File: src/rtl/code_serializer.sv
// code_serializer
// Parallel-to-serial front end for the serial code-lock checker.
// A WIDTH-bit word is taken over a valid/ready handshake and sent on x as
// one frame: a sync cycle (x=0, frame=1), then WIDTH data bits MSB first,
// then GAP_CYCLES idle cycles before the next word can be accepted.
//
// Optional feature macro: SER_PARITY_EN
//   When defined, an even-parity bit (XOR of all data bits) is sent after
//   the last data bit, with frame=1, and done moves onto that parity cycle.
//   When undefined, there is no parity cycle.
//
// in_ready is combinational. x, frame and done are registered, so each one
// shows the value for the state that the FSM has just entered.

module code_serializer #(
    parameter int WIDTH      = 4,   // code word width, legal 2..16
    parameter int GAP_CYCLES = 2    // idle cycles after each frame, 0 is legal
) (
    input  logic             clk,
    input  logic             rst,
    input  logic [WIDTH-1:0] in_data,
    input  logic             in_valid,
    output logic             in_ready,
    output logic             x,
    output logic             frame,
    output logic             done
);

    // Bit counter holds 0..WIDTH: the number of data bits already driven.
    localparam int CW = $clog2(WIDTH + 1);
    // The gap counter counts 0..GAP_CYCLES-1. It stays one bit wide for tiny gaps.
    localparam int GW = (GAP_CYCLES > 1) ? $clog2(GAP_CYCLES) : 1;

    localparam logic [CW-1:0] CNT_ALL_SENT = CW'(WIDTH);
    localparam logic [CW-1:0] CNT_LAST_BIT = CW'(WIDTH - 1);
    localparam logic [GW-1:0] GAP_LAST     = GW'((GAP_CYCLES > 0) ? GAP_CYCLES - 1 : 0);

    typedef enum logic [2:0] {
        S_IDLE   = 3'd0,
        S_SYNC   = 3'd1,
        S_DATA   = 3'd2,
        S_PARITY = 3'd3,
        S_GAP    = 3'd4
    } state_e;

    // With no gap configured, the frame goes straight back to IDLE.
    localparam state_e POST_FRAME = (GAP_CYCLES == 0) ? S_IDLE : S_GAP;

    state_e           state_q, state_d;
    logic [WIDTH-1:0] shift_q, shift_d;
    logic [CW-1:0]    cnt_q,   cnt_d;
    logic [GW-1:0]    gap_q,   gap_d;
    logic             x_q,     x_d;
    logic             frame_q, frame_d;
    logic             done_q,  done_d;
`ifdef SER_PARITY_EN
    logic             parity_q, parity_d;
`endif

    // The block can accept only from IDLE, and never while reset is asserted.
    assign in_ready = (state_q == S_IDLE) && !rst;

    // Next-state logic and next values of the registered outputs.
    always_comb begin
        // NOTE: Every signal written here gets a default first. Any path that leaves one unassigned would infer a latch.
        state_d  = state_q;
        shift_d  = shift_q;
        cnt_d    = cnt_q;
        gap_d    = gap_q;
        x_d      = 1'b0;
        frame_d  = 1'b0;
        done_d   = 1'b0;
`ifdef SER_PARITY_EN
        parity_d = parity_q;
`endif

        case (state_q)
            S_IDLE: begin
                if (in_valid && in_ready) begin
                    // Accept edge. Capture the word. The sync cycle drives x=0 with frame=1.
                    state_d  = S_SYNC;
                    shift_d  = in_data;
                    cnt_d    = '0;
                    frame_d  = 1'b1;
`ifdef SER_PARITY_EN
                    parity_d = ^in_data;
`endif
                end
            end

            S_SYNC: begin
                // Enter DATA and drive the MSB out.
                state_d = S_DATA;
                x_d     = shift_q[WIDTH-1];
                shift_d = {shift_q[WIDTH-2:0], 1'b0};
                cnt_d   = CW'(1);
                frame_d = 1'b1;
            end

            S_DATA: begin
                if (cnt_q == CNT_ALL_SENT) begin
`ifdef SER_PARITY_EN
                    // The parity bit follows the data and carries the done pulse.
                    state_d = S_PARITY;
                    x_d     = parity_q;
                    frame_d = 1'b1;
                    done_d  = 1'b1;
`else
                    state_d = POST_FRAME;
                    gap_d   = '0;
`endif
                end else begin
                    x_d     = shift_q[WIDTH-1];
                    shift_d = {shift_q[WIDTH-2:0], 1'b0};
                    cnt_d   = cnt_q + CW'(1);
                    frame_d = 1'b1;
`ifndef SER_PARITY_EN
                    // done goes high with the final data bit.
                    done_d  = (cnt_q == CNT_LAST_BIT);
`endif
                end
            end

`ifdef SER_PARITY_EN
            S_PARITY: begin
                state_d = POST_FRAME;
                gap_d   = '0;
            end
`endif

            S_GAP: begin
                // Hold x=0 and frame=0 for GAP_CYCLES cycles, then reopen the handshake.
                if (gap_q == GAP_LAST) begin
                    state_d = S_IDLE;
                end else begin
                    gap_d = gap_q + GW'(1);
                end
            end

            default: begin
                state_d = S_IDLE;
            end
        endcase
    end

    // State, datapath and output registers. Synchronous reset overrides everything.
    always_ff @(posedge clk) begin
        // NOTE: Sequential state uses non-blocking assignments only. Every register then samples its pre-edge value.
        if (rst) begin
            // NOTE: The shift register and counters are cleared as well. A truncated frame then leaves no stale word behind.
            state_q  <= S_IDLE;
            shift_q  <= '0;
            cnt_q    <= '0;
            gap_q    <= '0;
            x_q      <= 1'b0;
            frame_q  <= 1'b0;
            done_q   <= 1'b0;
`ifdef SER_PARITY_EN
            parity_q <= 1'b0;
`endif
        end else begin
            state_q  <= state_d;
            shift_q  <= shift_d;
            cnt_q    <= cnt_d;
            gap_q    <= gap_d;
            x_q      <= x_d;
            frame_q  <= frame_d;
            done_q   <= done_d;
`ifdef SER_PARITY_EN
            parity_q <= parity_d;
`endif
        end
    end

    assign x     = x_q;
    assign frame = frame_q;
    assign done  = done_q;

endmodule

File: config.mk
export PLATFORM = sky130hd
export DESIGN_NAME = code_serializer
export DESIGN_NICKNAME = d
export VERILOG_FILES = /design/src/rtl/code_serializer.sv
export SDC_FILE = /design/constraint.sdc
export NUM_CORES = 1
export LEC_CHECK = 0
export ABC_AREA = 1
export BUFFER_PORTS_ARGS = -buffer_cell sky130_fd_sc_hd__clkbuf_2
export CORE_UTILIZATION = 48
export CTS_BUF_LIST = sky130_fd_sc_hd__clkbuf_4 sky130_fd_sc_hd__clkbuf_8 sky130_fd_sc_hd__clkbuf_16
export DETAILED_ROUTE_END_ITERATION = 6
export PLACE_DENSITY_LB_ADDON = 0.1
export SYNTH_ARGS = -nofsm -noshare
export SYNTH_HDL_FRONTEND = slang
export SYNTH_SLANG_ARGS = --single-unit
File: constraint.sdc
create_clock -name clk -period 1.3 [get_ports clk]
set_clock_uncertainty 0.15 [all_clocks]
set_input_delay 0.195 -clock clk [delete_from_list [all_inputs] [get_ports clk]]
set_output_delay 0.195 -clock clk [all_outputs]
set_load 0.1 [all_outputs]
==> summary.md <==
| Metric | Value |
|---|---|
| Status | `finished, violations left` |
| Failing checks | `setup timing` |
| Syn. warnings | `0` |
| CP startpoint kind | `flop` |
| Top-area cell type share of the netlist area | `0.368` |
| Die area | `roughly 1700 um2` |
| Commonest non-fill, non-tap cell in the layout | `nand2_1` |
| Layout filler cell count | `120` |
| Remaining Overflow, GRT | `0` |
| Leakage power | `between 0.5 and 0.6 nW` |
| Ranking of synthesized cells by area | `dfxtp_1, nand2_1, nand4_1` |
| Critical Path End Type | `primary output` |
| Initial antenna violation count | `0` |
| Largest family of logic cells by synthesized area | `simple AND/OR/NAND/NOR gates` |
| Mux share of post-synthesis cell area | `0` |
| Clock Pin Slew Worst Setup and Hold Paths | `~0.08 ns` |
| CTS tree | `yes` |
| CP max-delay cell | `dfxtp_2` |
| Final Hold Vio Count | `0` |
| Synth Instances | `96` |
| Bufs and invs on worst path | `2` |
| Setup-failing EPs final | `9` |
| Setup WS post-layout | `-0.122 ns` |
| Clock Latency Late Sink | `0.29 ns` |
| Number of max-slew violations in the final report | `0` |
| Cell family with most CP delay | `flip-flops` |
| Largest vdd supply drop | `0.974 mV` |
| All-Layer GR Usage | `0.229` |
| Die Height | `41.8 um` |
| Crit path cell chain | `nor2_4, nand3_2, clkinvlp_4, buf_12` |
| Initial Util | `0.511` |
| Async SR Flop Fraction | `0` |
| Drt total wl | `1870 um` |
| Power Total | `1.34 mW` |
| Worst setup path category | `reg -> out` |
| Final Cycle Share | `1.09` |
| Pre-Repair DR Iteration Count | `4` |
| CTS Root Cell | `clkbuf_4` |
| First-pass GRT wire length | `approximately 3000 um` |
| Antenna diodes | `0` |
| Avg Vias per Cell | `between 5 and 6` |
| Synth-to-layout area growth | `50.7%` |
| Synth Area in XOR/XNOR | `0` |
| H-tree levels | `1` |
| Final nets | `138` |
| Proportion of layout cells with a drive suffix above 1 | `0.528` |
| Vias in the first global route | `720` |
| Cell Pwr Density | `about 1200 nW/um2` |
| Synth Area in Simple Gates | `0.461` |
| Synth Register Bits | `14` |
| FP Rows | `14` |
| Worst-Margin Slew | `0.197 ns` |
| Die W | `between 40 and 50 um` |
| Commonest non-fill, non-tap cells in the layout | `nand2_1, buf_4, nor2_1` |
| GPL Wtd Cong | `0.730` |
| Relative slew slack | `0.869` |
| Crit path time final | `approximately 1.4 ns` |
| Core area | `~1500 um2` |
| HP Class | `in -> reg` |
| Initial drt markers | `29` |
| I/O Buffers | `10` |
| Worst-path maximum fanout | `2` |
| Max Cap Viol | `0` |
| Highest Clock Rate | `703 MHz` |
| Number of flops mapped to enable cells by yosys | `0` |
| Post-DP HPWL | `1170 um` |
| # hold bufs at CTS | `0` |
| Clock buffer depth | `2` |
| Max stage delay on crit path | `0.34 ns` |
| Synth Area in Adders | `0.0493` |
| WHS | `0.0601 ns` |
| Ys flop type | `dfxtp_1` |
| RSZ-0062 raised after global routing | `true` |
| Sink Count | `14` |
| Yosys cell types | `21` |
| Largest net degree at the start of global routing | `11` |
| Wire per inst | `~13 um` |
| IO Pins | `11` |
| Total CTS buffers | `3` |
| Syn_nets | `approximately 110` |
| DR DRC count | `0` |
| Syn Std Cell Area | `761 um2` |
| Via count | `between 700 and 800` |
| Post-synthesis compound-gate area fraction | `0.0197` |
| WP data required | `0.95 ns` |
| Cell taking the most area after synthesis | `dfxtp_1` |
| Antenna Nets Post-Route | `0` |
| Register area share after synthesis | `0.368` |
| Crit path DAT | `about 1.1 ns` |
| Mapped Avg Cell Area | `between 7 and 8 um2` |
-- worst register-to-register path, cell delays in order (launching register included) --
cell and delay, ns:
dfxtp_2 0.34, inv_2 0.08, ha_4 0.15, nand2_4 0.06, nand3_4 0.11, nand2_4 0.08, nor2_8 0.21, nor2_4 0.05
nor2_2 0.09
-- cells in the mapped netlist, types with 2 or more instances --
library cell	count
a21oi_1	2
dfxtp_1	14
ha_1	3
inv_1	12
inv_2	3
nand2_1	16
nand2_2	2
nand3_1	4
nand3_4	2
nand4_1	8
nor2_1	13
nor2_2	7
nor3_1	2
-- registers in the layout (all words and copies together), names as in the netlist --
signal	flops
cnt_q	3
done	1
frame	1
gap_q	1
shift_q	4
state_q	3
x	1
-- what timing repair did --
action	4_1_cts	5_1_grt
setup endpoints to repair	9	12
cloned	0	0
pin swaps	12	1
gates resized for setup	9	10
setup buffers	8	0
-- through the flow --
step / setup WS [ns] / utilization / setup TNS [ns] / area (um2) / instances
after floorplan: -0.0146 / - / -0.0146 / 778 / 96
after global placement: -0.0322 / 0.659 / -0.182 / 981 / 131
after detailed placement: -0.0721 / 0.659 / -0.439 / 981 / 131
after CTS: -0.123 / 0.740 / -0.377 / 1100 / 143
after global routing: -0.194 / 0.770 / -1.44 / 1150 / 143
final: -0.122 / 0.770 / -0.609 / 1150 / 143
-- routing by layer --
metal,GRT usage,share of wire,vias up
li1,-,-,367
met1,0.253,0.40,351
met2,0.416,0.52,24
met3,0.0522,0.039,10
met4,0.0968,0.038,0
met5,0,0,-
-- logic make-up (layout without fill, tap and decap cells) --
| family | after synthesis | count (layout) |
|---|---|---|
| AOI/OAI and AO/OA | 3 | 3 |
| DFF | 14 | 14 |
| and+or+nand+nor | 59 | 59 |
| adders and majority gates | 3 | 3 |
| buffers and inverters | 17 | 48 |
-- power by group --
group	internal, mW	switching [mW]
clock	0.171	0.147
combinational	0.227	0.288
sequential	0.473	0.0315
-- worst paths after layout --
| check | cells past startpoint | from | end | slack (ns) |
|---|---|---|---|---|
| worst max-delay path | 4 | state_q[0] | in_ready | -0.12 |
| worst min-delay path | 3 | in_valid | state_q[0] | 0.06 |
| worst max register to register | 8 | cnt_q[0] | cnt_q[2] | -0.08 |
| worst min register to register | 2 | shift_q[3] | x | 0.32 |
-- final cells by class --
class	count	area [um2]	area share
timing repair buffer	28	269	0.235
clock buffer	4	36.3	0.0317
inverter	16	68.8	0.0600
tap	16	20.0	0.0175
sequential	14	289	0.252
multi-input combinational	65	463	0.404
No activity file was read; power rests on OpenSTA's default activity.
